`src/rtl/nspi_pkg.sv`:
```
// Shared definitions for the nSPI frame sequencer and its transmitter-side helpers.
//   seq_state_t           : frame sequencer FSM states
//   NSPI_SPI_SIZE_DEFAULT : default bits per SPI word
//   nspi_width()          : index width for n items, never below 1 bit
package nspi_pkg;

    localparam int NSPI_SPI_SIZE_DEFAULT = 8;

    typedef enum logic [2:0] {
        IDLE,
        FETCH,
        LOAD,
        START,
        WAIT_ACK,
        WAIT_DONE,
        GAP,
        DONE
    } seq_state_t;

    function automatic int nspi_width(input int n);
        return (n <= 2) ? 1 : $clog2(n);
    endfunction

endpackage

```
`src/rtl/nspi_frame_sequencer_if.sv`:
```
// Bundle between the frame sequencer, the frame buffer and the SPI transmitter.
//   frame_start/frame_busy/frame_done : frame request and status
//   rd_en/rd_addr/rd_data             : frame buffer read port (data one cycle after rd_en)
//   tx_data/tx_start/tx_finish        : transmitter word, start strobe, finish status
//   tx_error                          : sticky watchdog flag
// master = sequencer side, slave = buffer/transmitter/host side.
interface nspi_frame_sequencer_if
    import nspi_pkg::*;
#(
    parameter int CHANNEL_NUMBER = 3,
    parameter int SPI_SIZE       = NSPI_SPI_SIZE_DEFAULT,
    parameter int ADDR_WIDTH     = 9
);
    logic                                     frame_start;
    logic                                     frame_busy;
    logic                                     frame_done;
    logic                                     rd_en;
    logic [ADDR_WIDTH-1:0]                    rd_addr;
    logic [CHANNEL_NUMBER-1:0][SPI_SIZE-1:0]  rd_data;
    logic [CHANNEL_NUMBER-1:0][SPI_SIZE-1:0]  tx_data;
    logic                                     tx_start;
    logic                                     tx_finish;
    logic                                     tx_error;

    modport master (
        input  frame_start, rd_data, tx_finish,
        output frame_busy, frame_done, rd_en, rd_addr, tx_data, tx_start, tx_error
    );

    modport slave (
        output frame_start, rd_data, tx_finish,
        input  frame_busy, frame_done, rd_en, rd_addr, tx_data, tx_start, tx_error
    );

endinterface

```
`src/rtl/nspi_sync2.sv`:
```
// Two-flop synchronizer for a single asynchronous level.
//   clk, rst_n : clock, asynchronous active-low reset
//   i_d        : asynchronous input
//   o_q        : synchronized output; both flops reset to RST_VAL
module nspi_sync2 #(
    parameter logic RST_VAL = 1'b1
) (
    input  logic clk,
    input  logic rst_n,
    input  logic i_d,
    output logic o_q
);

    logic r_meta;
    logic r_sync;

    always_ff @(posedge clk or negedge rst_n) begin
        if (!rst_n) begin
            r_meta <= RST_VAL;
            r_sync <= RST_VAL;
        end else begin
            r_meta <= i_d;
            r_sync <= r_meta;
        end
    end

    assign o_q = r_sync;

endmodule

```
`src/rtl/nspi_frame_sequencer.sv`:
```
// Frame sequencer: walks the frame buffer through one shared address, loads one
// word per channel, starts the SPI transmitter, waits for its finish handshake,
// and after the last word inserts a latch gap before pulsing frame_done.
//   clk, rst_n : clock, asynchronous active-low reset
//   bus        : nspi_frame_sequencer_if.master (frame control, buffer read, transmitter)
// Optional macro NSPI_SEQ_TIMEOUT_EN: watchdog on the handshake wait states; on
// expiry tx_error is set (sticky until reset) and the frame is aborted. Without
// it tx_error is tied low and the handshake wait is unbounded.
//
// state     | meaning
// ----------+------------------------------------------------
// IDLE      | waiting for frame_start, index cleared on exit
// FETCH     | rd_en with rd_addr = index
// LOAD      | capture rd_data into tx_data
// START     | tx_start high for this one cycle
// WAIT_ACK  | wait for synchronized finish to go low
// WAIT_DONE | wait for synchronized finish to go high
// GAP       | GAP_CYCLES idle clocks for the matrices to latch
// DONE      | frame_done pulse
module nspi_frame_sequencer
    import nspi_pkg::*;
#(
    parameter int CHANNEL_NUMBER  = 3,
    parameter int SPI_SIZE        = NSPI_SPI_SIZE_DEFAULT,
    parameter int WORDS_PER_FRAME = 384,
    parameter int GAP_CYCLES      = 16,
    parameter int TIMEOUT_CYCLES  = 1024,
    parameter int ADDR_WIDTH      = nspi_width(WORDS_PER_FRAME)
) (
    input  logic                   clk,
    input  logic                   rst_n,
    nspi_frame_sequencer_if.master bus
);

    localparam logic [ADDR_WIDTH-1:0] LAST_IDX = ADDR_WIDTH'(WORDS_PER_FRAME - 1);
    localparam int                    GAP_W    = nspi_width(GAP_CYCLES);
    localparam int                    GAP_LOAD = (GAP_CYCLES > 0) ? GAP_CYCLES - 1 : 0;

    seq_state_t                              r_state;
    seq_state_t                              w_next;
    logic                                    w_fin_s;
    logic                                    w_wd_expire;
    logic [ADDR_WIDTH-1:0]                   r_index;
    logic [GAP_W-1:0]                        r_gap_cnt;
    logic [CHANNEL_NUMBER-1:0][SPI_SIZE-1:0] r_tx_data;

    nspi_sync2 #(.RST_VAL(1'b1)) u_fin_sync (
        .clk   (clk),
        .rst_n (rst_n),
        .i_d   (bus.tx_finish),
        .o_q   (w_fin_s)
    );

    always_comb begin
        w_next = r_state;
        case (r_state)
            IDLE:      if (bus.frame_start) w_next = FETCH;
            FETCH:     w_next = LOAD;
            LOAD:      w_next = START;
            START:     w_next = WAIT_ACK;
            WAIT_ACK: begin
                if (!w_fin_s)         w_next = WAIT_DONE;
                else if (w_wd_expire) w_next = IDLE;
            end
            WAIT_DONE: begin
                if (w_fin_s) begin
                    if (r_index != LAST_IDX) w_next = FETCH;
                    else if (GAP_CYCLES == 0) w_next = DONE;
                    else w_next = GAP;
                end else if (w_wd_expire) begin
                    w_next = IDLE;
                end
            end
            GAP:       if (r_gap_cnt == '0) w_next = DONE;
            DONE:      w_next = IDLE;
            default:   w_next = IDLE;
        endcase
    end

    always_ff @(posedge clk or negedge rst_n) begin
        if (!rst_n) begin
            r_state   <= IDLE;
            r_index   <= '0;
            r_gap_cnt <= '0;
            r_tx_data <= '0;
        end else begin
            r_state <= w_next;

            if (r_state == IDLE && w_next == FETCH)
                r_index <= '0;
            else if (r_state == WAIT_DONE && w_next == FETCH)
                r_index <= r_index + ADDR_WIDTH'(1);

            if (r_state == LOAD)
                r_tx_data <= bus.rd_data;

            // Gap runs as a down-counter: GAP_CYCLES cycles in GAP, then DONE.
            if (r_state == WAIT_DONE && w_next == GAP)
                r_gap_cnt <= GAP_W'(GAP_LOAD);
            else if (r_state == GAP && r_gap_cnt != '0)
                r_gap_cnt <= r_gap_cnt - GAP_W'(1);
        end
    end

`ifdef NSPI_SEQ_TIMEOUT_EN
    localparam int WD_W = nspi_width(TIMEOUT_CYCLES);

    logic [WD_W-1:0] r_wd_cnt;
    logic            r_tx_error;
    logic            w_wd_entry;
    logic            w_in_wait;

    assign w_in_wait  = (r_state == WAIT_ACK) || (r_state == WAIT_DONE);
    // Reload on every entry so each wait state gets its own full budget.
    assign w_wd_entry = ((w_next == WAIT_ACK)  && (r_state != WAIT_ACK)) ||
                        ((w_next == WAIT_DONE) && (r_state != WAIT_DONE));
    assign w_wd_expire = w_in_wait && (r_wd_cnt == '0);

    always_ff @(posedge clk or negedge rst_n) begin
        if (!rst_n) begin
            r_wd_cnt   <= '0;
            r_tx_error <= 1'b0;
        end else begin
            if (w_wd_entry)
                r_wd_cnt <= WD_W'(TIMEOUT_CYCLES - 1);
            else if (w_in_wait && r_wd_cnt != '0)
                r_wd_cnt <= r_wd_cnt - WD_W'(1);

            // A handshake that completes on the expiry cycle wins over the abort.
            if (w_wd_expire && w_next == IDLE)
                r_tx_error <= 1'b1;
        end
    end

    assign bus.tx_error = r_tx_error;
`else
    logic w_unused_timeout;

    assign w_unused_timeout = (TIMEOUT_CYCLES == 0);
    assign w_wd_expire      = 1'b0;
    assign bus.tx_error     = 1'b0;
`endif

    assign bus.frame_busy = (r_state != IDLE);
    assign bus.frame_done = (r_state == DONE);
    assign bus.rd_en      = (r_state == FETCH);
    assign bus.rd_addr    = r_index;
    assign bus.tx_start   = (r_state == START);
    assign bus.tx_data    = r_tx_data;

endmodule

```
`src/flat_wrapper.sv`:
```
// flat-port wrapper written by rule: the top's interface ports become plain ports
module nspi_frame_sequencer_flat import nspi_pkg::*;
#(
    parameter int CHANNEL_NUMBER  = 3,
    parameter int SPI_SIZE        = NSPI_SPI_SIZE_DEFAULT,
    parameter int WORDS_PER_FRAME = 384,
    parameter int GAP_CYCLES      = 16,
    parameter int TIMEOUT_CYCLES  = 1024,
    parameter int ADDR_WIDTH      = nspi_width(WORDS_PER_FRAME)
)
  (clk, rst_n, bus_frame_start, bus_rd_data, bus_tx_finish, bus_frame_busy, bus_frame_done, bus_rd_en, bus_rd_addr, bus_tx_data, bus_tx_start, bus_tx_error);
  nspi_frame_sequencer_if #(.CHANNEL_NUMBER(CHANNEL_NUMBER), .SPI_SIZE(SPI_SIZE), .ADDR_WIDTH(ADDR_WIDTH)) bus_i ();
  input  logic clk;
  input  logic rst_n;
  input wire logic [$bits(bus_i.frame_start)-1:0] bus_frame_start;
  input wire logic [$bits(bus_i.rd_data)-1:0] bus_rd_data;
  input wire logic [$bits(bus_i.tx_finish)-1:0] bus_tx_finish;
  output wire logic [$bits(bus_i.frame_busy)-1:0] bus_frame_busy;
  output wire logic [$bits(bus_i.frame_done)-1:0] bus_frame_done;
  output wire logic [$bits(bus_i.rd_en)-1:0] bus_rd_en;
  output wire logic [$bits(bus_i.rd_addr)-1:0] bus_rd_addr;
  output wire logic [$bits(bus_i.tx_data)-1:0] bus_tx_data;
  output wire logic [$bits(bus_i.tx_start)-1:0] bus_tx_start;
  output wire logic [$bits(bus_i.tx_error)-1:0] bus_tx_error;
  assign bus_i.frame_start = bus_frame_start;
  assign bus_i.rd_data = bus_rd_data;
  assign bus_i.tx_finish = bus_tx_finish;
  assign bus_frame_busy = bus_i.frame_busy;
  assign bus_frame_done = bus_i.frame_done;
  assign bus_rd_en = bus_i.rd_en;
  assign bus_rd_addr = bus_i.rd_addr;
  assign bus_tx_data = bus_i.tx_data;
  assign bus_tx_start = bus_i.tx_start;
  assign bus_tx_error = bus_i.tx_error;
  nspi_frame_sequencer #(.CHANNEL_NUMBER(CHANNEL_NUMBER), .SPI_SIZE(SPI_SIZE), .WORDS_PER_FRAME(WORDS_PER_FRAME), .GAP_CYCLES(GAP_CYCLES), .TIMEOUT_CYCLES(TIMEOUT_CYCLES), .ADDR_WIDTH(ADDR_WIDTH)) u_core (.clk(clk), .rst_n(rst_n), .bus(bus_i));
endmodule
```
`config.mk`:
```
export PLATFORM = sky130hd
export DESIGN_NAME = nspi_frame_sequencer_flat
export DESIGN_NICKNAME = d
export VERILOG_FILES = /design/src/rtl/nspi_pkg.sv /design/src/rtl/nspi_frame_sequencer_if.sv /design/src/rtl/nspi_sync2.sv /design/src/rtl/nspi_frame_sequencer.sv /design/src/flat_wrapper.sv
export SDC_FILE = /design/constraint.sdc
export NUM_CORES = 1
export LEC_CHECK = 0
export BUFFER_PORTS_ARGS = -buffer_cell sky130_fd_sc_hd__clkbuf_2
export CAP_MARGIN = 25
export CORE_MARGIN = 2
export CORE_UTILIZATION = 45
export CTS_CLUSTER_SIZE = 24
export DETAILED_ROUTE_END_ITERATION = 10
export HOLD_SLACK_MARGIN = 0.15
export PLACE_DENSITY = 0.79
export SYNTH_ARGS = -nofsm -noshare
export SYNTH_HDL_FRONTEND = slang
export SYNTH_SLANG_ARGS = --single-unit
```
`constraint.sdc`:
```
create_clock -name clk -period 1.83 [get_ports clk]
set_input_delay 0.0915 -clock clk [delete_from_list [all_inputs] [get_ports clk]]
set_output_delay 0.0915 -clock clk [all_outputs]
set_load 0.02 [all_outputs]
```
* Word-level counts from Yosys, hierarchy flattened
Cells that the tools add are included.
Widths: inputs -> output; s select.
** Word-level totals
- Flip-flop bits (word level) :: 42
- Bits of input ports :: 28
- Output and inout bits :: 38
- Word-level logic and storage cells :: 40
** Operators by class
- Add/sub/neg operators :: 2
- Equal/unequal tests :: 10
- Mux-type cells :: 10
- Reductions and logical operators :: 10
** Operators with widths (number)
- $pmux 3 s8 :: 1
- $mux 9 :: 2
- $eq 3x3->1 const B :: 5
- $mux 3 :: 5
- $add 9x1->9 const B :: 1
- $ne 9x9->1 const B :: 1
- $mux 4 :: 2
- $eq 3x1->1 const B :: 2
- $eq 3x2->1 const B :: 2
- $logic_and 1x1->1 :: 4
- $logic_not 4->1 :: 1
- $reduce_bool 2->1 :: 2
- $reduce_bool 4->1 :: 1
- $sub 4x1->4 const B :: 1
- $logic_not 3->1 :: 1
- $reduce_bool 3->1 :: 1

* Depth between registers and ports, before layout
Gate-level depths: netlist of run 1.
- Word-level depth :: 8
- Gate-level depth with buffers :: 7
- Depth with buffers taken out :: 7

* By module
A second synthesis of run 1 with hierarchy kept.
** Second synthesis, totals
- Cells, all modules :: 161
- Area total of the unflattened synthesis :: 1914.3 µm²
** By module, submodules not included
- nspi_frame_sequencer :: times used 1, cells each 159, area an instance 1861.8 µm², seq. area each 1001.0 µm²
- nspi_sync2 :: times used 1, cells each 2, area an instance 52.6 µm², seq. area each 52.6 µm²

* Worst setup path before layout of run 1
No wires, ideal clock.
- Path type :: reg-to-reg
- Start point :: register u_core.r_index[1] (netlist: u_core.bus.rd_addr[1])
- End point :: register u_core.r_index[1] (netlist: u_core.bus.rd_addr[1])
- Setup time :: 0.130 ns
- Data arrival time :: 1.588 ns
- Data required time :: 1.700 ns
- Slack :: 0.112 ns
- Stages on the path, launching flop included :: 7
- Buffers on the path :: 0
- Period minus slack after synthesis :: 1.718 ns
- Cells stage by stage :: dfrtp_1 ha_1 nand4b_1 o21a_1 o211ai_1 a21boi_4 mux2i_1
** Between the ends
- Word-level cells in the longest chain between the ends :: 7
- Elaborated cells on any way between the ends :: 11
- Classes of those cells :: add/sub (1); eq/ne (2); mux (5); reduce/logical (3)
** RTL lines
- start: declaration :: RTL line nspi_frame_sequencer.sv:43 : logic [ADDR_WIDTH-1:0] r_index;
- start signal: assignment :: RTL line nspi_frame_sequencer.sv:92 : r_index <= r_index + ADDR_WIDTH'(1);
- $ne 9x9->1 :: RTL line nspi_frame_sequencer.sv:67 : if (r_index != LAST_IDX) w_next = FETCH;
- $mux 3 :: RTL line nspi_frame_sequencer.sv:67
- $mux 3 :: RTL line nspi_frame_sequencer.sv:66 : if (w_fin_s) begin
- $pmux 3 s8 :: RTL line nspi_frame_sequencer.sv:56 : case (r_state)
- $eq 3x1->1 :: RTL line nspi_frame_sequencer.sv:89, nspi_frame_sequencer.sv:91
- $logic_and 1x1->1, on equally long branches :: RTL line nspi_frame_sequencer.sv:89, nspi_frame_sequencer.sv:91
- $mux 9 / $reduce_bool 2->1 (equally long branches)
Several ways; a longest one is shown, not always the timed one. The select of a mux whose other input is x is not followed.
A chain may end at the register's enable or synchronous reset.

* Final worst setup path of run 1
- Start point :: register u_core.r_index[1] (netlist: u_core.bus.rd_addr[1])
- End point :: register u_core.r_index[7] (netlist: u_core.bus.rd_addr[7])
Same word-level chain as after synthesis.

==> flow_metrics.tcl, run 1 <==
set metrics [dict create \
    multi_input_area_sq_um 811 \
    power_switching_mw 1.95 \
    final_min_period_over_clock_period_pct 97.6 \
    path_class "reg -> reg" \
    synth_fp_nets 189 \
    worst_ep_required_time_ns 2.06 \
    insertion_delay_ns 0.29 \
    cp-endpoint "u_core.bus.rd_addr[7]" \
    vdd_drop_max_v 0.000995 \
    synth.most_common_cell "dfrtp_1" \
    crit_path_end_kind "register" \
    cts.clk_slew.worst_paths_ns 0.08 \
    internal-power_mw 2.81 \
    swShare_pct 41.0 \
    htreeDepth 2 \
    grt_pass1_wl_um 7550 \
    ys_dominant_reg_cell "dfrtp_1" \
    synth-edff-count 0 \
    hold_viol 0 \
    ys_warn_count 0 \
    synthTopCellsByArea "dfrtp_1 (52%), mux2_2 (15%), nand2_1 (3.1%)" \
    p_comb_share_pct 48.5 \
    synth.yosys.seq_area_share_pct 55.1 \
    yosys.area.top_type "dfrtp_1" \
    cp.arrival_ns 2.02 \
    min_path_type "in -> async" \
    syn_inst 159 \
    drive_gt1_share_pct 46.6 \
    syn_area_per_cell_sq_um 12.0 \
    fmax_mhz 560 \
    rows 23 \
    slew_headroom_pct 61.9 \
    grt_usage_pct 19.9 \
    r2r_start "u_core.bus.rd_addr[1]" \
    cts_buffer_depth 2 \
    reg2reg_to "u_core.bus.rd_addr[7]" \
    routed_wl_um 4750 \
    worst_pin_slew_ns 0.572 \
    drc 0 \
    antenna_left 0 \
    p_per_area_mw_per_mm2 1730 \
    cts_root_buffer "clkbuf_8" \
    setup_tns_ns 0 \
    die_h_um 69.2 \
    setup_violations 0 \
    report.final.slew_viol_count 0 \
    cts_made_buffers 5 \
    dr.pass1.iters 4 \
    fp.dieArea_sq_mm 0.00479 \
    r2r_cells 7 \
    rrSetupSlack_ns 0.04 \
    n_antenna_cell 0 \
    hpwlAfterDp_um 2930 \
    crit_start "u_core.bus.rd_addr[1]" \
    drtIter0Drc 115 \
    pwr-share-clk_pct 15.1 \
    synth_seq_cells 42 \
    cts_tree "done" \
    cts_sinks 42 \
    fillers 308 \
    outcome "completed" \
    synth_cell_types 40 \
    vias_per_cell 5.16 \
    cap_violations 0 \
    nets 293 \
    core_area_sq_mm 0.00406 \
    die_x_um 69.2 \
    synthArstFlopShare_pct 100 \
    via_count 1621 \
    finalCriticalPeriod_ns 1.79 \
    gp_congestion 0.758 \
    grt_max_degree 25 \
    start_util_pct 47.1 \
    yosys.area.top_type_share_pct 52.3 \
    netlist_area_sq_mm 0.00191 \
    layout.area.seq_sq_mm 0.00106 \
    synth_commonest_cells "dfrtp_1 (40), mux2_2 (25), nand2_1 (16)" \
    p_leak_nw 1.29 \
    skew_ns 0.0103 \
    cp_max_fo 5 \
    grt_antenna_before_repair 0 \
    grt_pass1_vias 1561 \
    seqPwrFrac_pct 36.4 \
    area_growth_pct 43.7 \
    io-pin-count 66 \
    fin_util_pct 67.7 \
    worst_setup_path_start_kind "register" \
    port_buffers 64 \
    wire_per_inst_um 15.1 \
    gr-total-overflow 0 \
]
==> routing by layer <==
layer  up-vias  global-route usage, %  part of all wire (%)
met5         -                      0                     0
met4         0                   6.75                   2.2
met3        15                   8.58                   8.3
met2        76                   29.9                    46
met1       758                   25.7                    43
li1        772                      -                     -
==> final cells by class <==
cell class              count  share of cell area (%)
repair buffers            102                    24.9
flip-flops and latches     42                    38.5
clock inverters             1                    1.09
well taps                  50                    2.28
multi-input cells         105                    29.5
clock buffers               7                    2.78
inverters                   7                   0.956
==> power by group through the flow <==
stage                     registers, mW  logic, mW  clock network [mW]
after floorplan                    2.10       1.07                   0
after global placement             1.71       2.09                   0
after detailed placement           1.73       2.13                   0
after CTS                          1.72       2.18               0.734
after global routing               1.80       2.46               0.778
final                              1.73       2.31               0.719
==> critical path, cell delays in order (launching register included) <==
cell and delay [ns]:
dfrtp_2 0.38, ha_2 0.21, nand4b_1 0.14, o21a_1 0.21, o211ai_1 0.38, a21boi_4 0.14
buf_4 0.17, o21ai_2 0.09
==> sequential cells by signal, summed over array words and instances (netlist names) <==
register                  cells
u_core.bus.rd_addr            9
u_core.u_fin_sync.o_q         1
u_core.r_gap_cnt              4
u_core.bus.tx_data           24
u_core.r_state                3
u_core.u_fin_sync.r_meta      1
==> layout by cell type, fill, tap and decap left out, types with 2 or more instances in the layout <==
| master | instances |
|---|---|
| dlygate4sd3_1 | 27 |
| nand3_1 | 7 |
| a31oi_1 | 7 |
| nand2_1 | 16 |
| nand4_1 | 2 |
| dfrtp_1 | 37 |
| o211ai_1 | 3 |
| buf_4 | 10 |
| o21ai_0 | 5 |
| a21oi_1 | 3 |
| or2b_1 | 2 |
| mux2_2 | 25 |
| dfrtp_2 | 3 |
| dfstp_2 | 2 |
| a41oi_1 | 2 |
| nor2_1 | 5 |
| clkbuf_1 | 2 |
| inv_1 | 7 |
| o21ai_2 | 2 |
| xnor2_1 | 2 |
| clkbuf_2 | 64 |
| clkbuf_8 | 5 |
==> worst min-delay path by stage <==
stage / from / end / slack (ns) / cells past startpoint
global placement: rst_n / u_core.r_state[1] / 0.11 / 1
CTS: rst_n / u_core.bus.tx_data[5] / 0.35 / 2
floorplan: rst_n / u_core.bus.rd_addr[0] / -0.20 / 0
global route: u_core.u_fin_sync.r_meta / u_core.u_fin_sync.o_q / 0.36 / 0
detailed placement: rst_n / u_core.r_state[1] / 0.11 / 1
finish: rst_n / u_core.bus.tx_data[5] / 0.33 / 2
==> metrics by stage <==
stage	instance area [sq um]	std cells	power (mW)	worst slack (ns)	hold slack (ns)
2_1_floorplan	1910	159	3.16	0.112	-0.204
3_3_place_gp	2320	274	3.80	0.0928	0.110
3_5_place_dp	2320	274	3.86	0.0146	0.114
4_1_cts	2700	309	4.64	0.0119	0.352
5_1_grt	2750	314	5.04	-0.0174	0.357
6_report	2750	314	4.76	0.0431	0.332
==> cells by family (layout without fill, tap and decap cells) <==
logic type | after synthesis | after routing | synth area share (%)
xor+xnor | 2 | 2 | 0.916
other cells | 1 | 1 | 0.196
compound gates | 27 | 28 | 10.7
mux | 26 | 26 | 15.2
flops | 42 | 42 | 55.1
buf+inv | 13 | 117 | 3.66
fa+ha+maj | 2 | 2 | 1.31
simple gates | 46 | 46 | 12.9
==> repair_timing <==
item / CTS / global route
buffers inserted: 0 / 4
hold endpoints to repair: 47 / 0
endpoints found under the setup margin: 0 / 8
gates resized for setup: 0 / 5
hold buffers: 27 / 0
No activity file was read; power rests on OpenSTA's default activity.
==> inputs of run 2 (changes only) <==
BUFFER_PORTS_ARGS = -buffer_cell sky130_fd_sc_hd__buf_2   (was -buffer_cell sky130_fd_sc_hd__clkbuf_2)
==> flow_metrics.tcl, run 2 (synthesis results as in run 1) <==
set metrics [dict create \
    power_mw 4.67 \
    antenna_left 0 \
    routed_wl_um 4520 \
    fillers 283 \
    cpMaxStageDelayCell "dfrtp_2" \
    grt_pass1_wl_um 7400 \
    cp_max_fo 6 \
    place_ws_ns 0.0435 \
    p_leak_nw 1.27 \
    max_stage_delay_ns 0.44 \
    fp.dieArea_sq_mm 0.00479 \
    layout.area.seq_sq_mm 0.00106 \
    port_buffers 64 \
    n_antenna_cell 0 \
    drive_gt1_share_pct 45.7 \
    layout_common_cells "buf_2 (64), dfrtp_1 (38), dlygate4sd3_1 (27)" \
    largest_reg_flops 24 \
    timing.hold.ws_ns 0.358 \
    gr-total-overflow 0 \
    start_util_pct 47.1 \
    hold_viol 0 \
    drtIter0Drc 95 \
    vias_per_cell 5.15 \
    cap_violations 0 \
    setup_ws_ns 0.0981 \
    hpwlAfterDp_um 2720 \
    worst_ep_required_time_ns 2.00 \
    grt_usage_pct 19.4 \
    core_area_sq_mm 0.00406 \
    vdd_drop_max_v 0.000865 \
    drc 0 \
    cts_tree "done" \
    htreeDepth 2 \
    crit_path_end_kind "register" \
    worst_pin_slew_ns 0.534 \
    setup_violations 0 \
    multi_input_area_sq_um 811 \
    finalCriticalPeriod_ns 1.73 \
    critPathTopFamily "compound AO/OA/AOI/OAI gates" \
    die_h_um 69.2 \
    min_path_type "reg -> reg" \
    cts_sinks 42 \
    nets 288 \
    insertion_delay_ns 0.29 \
    outcome "completed" \
    cp.arrival_ns 1.90 \
    die_x_um 69.2 \
    swShare_pct 40.1 \
    grt_max_degree 43 \
    worst_setup_path_start_kind "register" \
    cts.clk_slew.worst_paths_ns 0.08 \
    stdcell_area_sq_mm 0.00272 \
    gp_congestion 0.736 \
    worst-path-buf-inv 1 \
    internal-power_mw 2.80 \
    report.final.slew_viol_count 0 \
    grt_pass1_vias 1559 \
    cts_made_buffers 5 \
    via_count 1587 \
    fmax_mhz 577 \
    pwr-share-clk_pct 15.7 \
    rows 23 \
    p_per_area_mw_per_mm2 1720 \
    area_growth_pct 42.0 \
    fin_util_pct 66.9 \
    power_switching_mw 1.87 \
    slew_headroom_pct 64.4 \
    wire_per_inst_um 14.7 \
    final_min_period_over_clock_period_pct 94.6 \
    grt_antenna_before_repair 0 \
    cts_root_buffer "clkbuf_8" \
    path_class "reg -> reg" \
    final_common_cell "buf_2" \
    p_comb_share_pct 47.1 \
    skew_ns 0.00872 \
    seqPwrFrac_pct 37.2 \
    crit_chain "ha_2, nand4b_1, o21a_1, o211ai_1, buf_4, a21boi_2, a31oi_1" \
    dr.pass1.iters 4 \
    dpl_cell_area_sq_mm 0.00230 \
    io-pin-count 66 \
    cts_buffer_depth 2 \
]
[run 2: final timing paths]
check	start	endpoint	slack, ns	cells after the start
setup / recovery	u_core.bus.rd_addr[0]	u_core.bus.rd_addr[4]	0.1	7
hold / removal	u_core.u_fin_sync.r_meta	u_core.u_fin_sync.o_q	0.36	0
setup reg to reg	u_core.bus.rd_addr[0]	u_core.bus.rd_addr[4]	0.1	7
hold reg to reg	u_core.u_fin_sync.r_meta	u_core.u_fin_sync.o_q	0.36	0
max in group asynchronous	rst_n	u_core.bus.rd_addr[0]	1.04	3
min in group asynchronous	rst_n	u_core.r_state[2]	0.39	3
[run 2: repair_timing]
item | CTS | global route
hold endpoints to repair | 66 | 0
endpoints found under the setup margin | 0 | 9
hold buffers | 27 | 0
gates resized for setup | 0 | 4
setup buffers | 0 | 1
[run 2: layer usage]
metal	vias up	share of wire (%)	global-route usage [%]
met5	-	0	0
met2	65	46	30.8
li1	765	-	-
met4	0	1.1	5.23
met1	751	44	25.0
met3	6	9.1	7.41
[run 2: layout make-up]
cell class	instances	share of cell area, %
multi-input cells	105	29.8
well taps	50	2.30
inverters	7	0.967
flip-flops and latches	42	38.9
clock buffers	6	3.04
clock inverters	1	1.11
repair buffers	97	23.9
[run 2: power by group through the flow]
stage | logic (mW) | registers [mW] | clock network, mW
finish | 2.20 | 1.74 | 0.735
global route | 2.38 | 1.81 | 0.787
CTS | 2.15 | 1.72 | 0.755
detailed placement | 2.10 | 1.72 | 0
global placement | 2.06 | 1.71 | 0
floorplan | 1.07 | 2.10 | 0
[run 2: metrics by stage]
step,std cells,TNS [ns]
global placement,272,0
CTS,306,0
floorplan,159,0
finish,308,0
detailed placement,272,0
global route,308,-0.0219
==> inputs of run 3 (changes only) <==
ABC_AREA = 1   (was not set)
PLACE_DENSITY = 0.78   (was 0.79)
==> flow_metrics.tcl, run 3 <==
set metrics [dict create \
    outcome "completed" \
    worst_pin_slew_ns 0.521 \
    grt_antenna_before_repair 0 \
    slew_headroom_pct 65.3 \
    antenna_left 0 \
    layout_common_cells "buf_2 (64), nand2_1 (45), dfrtp_1 (40)" \
    fin_util_pct 64.6 \
    htreeDepth 2 \
    cp.arrival_ns 1.90 \
    yosys.area.top_type_share_pct 48.6 \
    drtIter0Drc 139 \
    yosys.area_share.adder_pct 1.21 \
    finalCriticalPeriod_ns 1.71 \
    synthTopCellsByArea "dfrtp_1 (49%), mux2_2 (14%), nand2_1 (8.2%)" \
    synth_fp_nets 238 \
    crit_start "u_core.bus.rd_addr[0]" \
    setup_violations 0 \
    setup_ws_ns 0.124 \
    final_min_period_over_clock_period_pct 93.2 \
    cts_root_buffer "clkbuf_8" \
    die_h_um 71.7 \
    cts_buffer_depth 2 \
    cts_tree "done" \
    hold_viol 0 \
    synthXorXnorAreaFrac_pct 1.70 \
    dp.cells 324 \
    rrSetupSlack_ns 0.12 \
    skew_ns 0.00556 \
    min_path_cells 0 \
    worst_setup_path_start_kind "register" \
    grt_usage_pct 22.3 \
    cp_max_fo 6 \
    muxShareOfSynthArea_pct 13.7 \
    dr.pass1.iters 4 \
    synth_commonest_cells "nand2_1 (45), dfrtp_1 (40), mux2_2 (25)" \
    power_mw 4.54 \
    synth_compound_area_share_pct 1.88 \
    vdd_drop_max_v 0.000995 \
    r2r_cells 9 \
    nets 337 \
    min_path_type "reg -> reg" \
    fillers 330 \
    fp.dieArea_sq_mm 0.00514 \
    area_growth_pct 37.5 \
    worst_ep_required_time_ns 2.02 \
    path_class "reg -> reg" \
    final_cells 360 \
    cts_sinks 42 \
    synth.yosys.seq_area_share_pct 51.1 \
    report.final.slew_viol_count 0 \
    via_count 1847 \
    wire_per_inst_um 14.9 \
    reg2reg_to "u_core.bus.rd_addr[6]" \
    yosys.area.top_type "dfrtp_1" \
    p_per_area_mw_per_mm2 1600 \
    r2r_start "u_core.bus.rd_addr[0]" \
    synthArstFlopShare_pct 100 \
    place_ws_ns 0.112 \
    ys_dominant_reg_cell "dfrtp_1" \
    syn_inst 208 \
    start_util_pct 47.0 \
    n_antenna_cell 0 \
    hold-path-endpoint "u_core.u_fin_sync.o_q" \
    rsz0062_at_grt "false" \
    synth_seq_cells 42 \
    drive_gt1_share_pct 42.2 \
    hpwlAfterDp_um 3160 \
    setup_tns_ns 0 \
    largest_reg_flops 24 \
    die_x_um 71.7 \
    worstHoldStart "u_core.u_fin_sync.r_meta" \
    gp_congestion 0.868 \
    core_area_sq_mm 0.00438 \
    grt_pass1_vias 1790 \
    netlist_area_sq_mm 0.00206 \
    gr-total-overflow 0 \
    drc 0 \
    fmax_mhz 586 \
    vias_per_cell 5.13 \
    syn_area_per_cell_sq_um 9.91 \
    grt_max_degree 43 \
    cts.clk_slew.worst_paths_ns 0.09 \
    crit_path_end_kind "register" \
    routed_wl_um 5380 \
    synth-edff-count 0 \
    p_leak_nw 1.47 \
    grt_pass1_wl_um 8740 \
    synth.most_common_cell "nand2_1" \
    insertion_delay_ns 0.30 \
    synth_top_family_by_area "simple AND/OR/NAND/NOR gates" \
    port_buffers 64 \
    synth-simple-area-share_pct 24.6 \
    ys_warn_count 0 \
    final_common_cell "buf_2" \
    cap_violations 0 \
    io-pin-count 66 \
    cts_made_buffers 5 \
    rows 24 \
    synth_cell_types 29 \
]
==> run 3: cell count changes after synthesis, sizes merged, moves of 3 or more <==
cell / before / now
nand2: 16 / 53
inv: 7 / 24
nand4: 2 / 13
a31oi: 8 / 0
nor2: 7 / 15
nand3: 7 / 13
o21ai: 7 / 2
or2: 0 / 4
o211ai: 3 / 0
==> run 3: layout make-up <==
| type | instances | area [sq um] | area share [%] |
|---|---|---|---|
| Timing Repair Buffer | 95 | 622 | 22.0 |
| Clock inverter | 2 | 15.0 | 0.530 |
| Multi-Input combinational cell | 138 | 911 | 32.2 |
| Tap cell | 52 | 65.1 | 2.30 |
| Sequential cell | 42 | 1050 | 37.2 |
| Inverter | 25 | 93.8 | 3.31 |
| Clock buffer | 6 | 72.6 | 2.56 |
==> run 3: cell families after synthesis <==
| family | count (synthesis) |
|---|---|
| AND/OR/NAND/NOR | 100 |
| flip-flops | 42 |
| buffers and inverters | 29 |
| multiplexers | 25 |
| AO/OA/AOI/OAI | 5 |
| XOR/XNOR | 4 |
| adder cells (fa/ha/maj) | 2 |
| other | 1 |
==> run 3: routing by layer <==
metal	GRT usage (%)	wire, um	vias up
li1	-	-	873
met3	5.77	429	11
met4	7.97	90	0
met2	36.7	2660	81
met1	28.7	2200	882
met5	0	0	-
==> run 3: worst max-delay path: stages, from the launching register on <==
cell     delay (ns)
dfrtp_1        0.42
ha_1           0.25
nand3_2        0.13
nor2_4         0.06
nand2_2        0.07
nand3_2        0.09
a21oi_4        0.28
nand3_2        0.17
nand2_1        0.09
nand2_1        0.05
==> run 3: report_power, final <==
part | leakage [nW] | internal [mW] | switching [mW]
registers | 0.515 | 1.28 | 0.238
logic | 0.921 | 0.937 | 1.47
clock network | 0.0374 | 0.269 | 0.340
total | 1.47 | 2.49 | 2.05
==> run 3: timing repair <==
| item | CTS | global route |
|---|---|---|
| buffers inserted | 0 | 1 |
| hold buffers | 26 | 0 |
| endpoints found under the setup margin | 0 | 9 |
| hold endpoints to repair | 65 | 0 |
| gates resized for setup | 0 | 3 |
==> run 3: worst max-delay path by stage <==
stage / to / slack [ns] / depth (start not counted)
6_report: u_core.bus.rd_addr[6] / 0.12 / 9
5_1_grt: u_core.bus.rd_addr[3] / 0.006 / 9
2_1_floorplan: u_core.bus.rd_addr[6] / 0.08 / 9
3_5_place_dp: u_core.bus.rd_addr[1] / 0.11 / 9
3_3_place_gp: u_core.bus.rd_addr[3] / 0.17 / 9
4_1_cts: u_core.bus.rd_addr[3] / 0.1 / 9
==> run 3: metrics by stage <==
stage	hold WS (ns)	cell area (sq um)
6_report	0.365	2830
5_1_grt	0.373	2830
4_1_cts	0.363	2800
3_5_place_dp	0.194	2450
3_3_place_gp	0.186	2450
2_1_floorplan	-0.204	2060
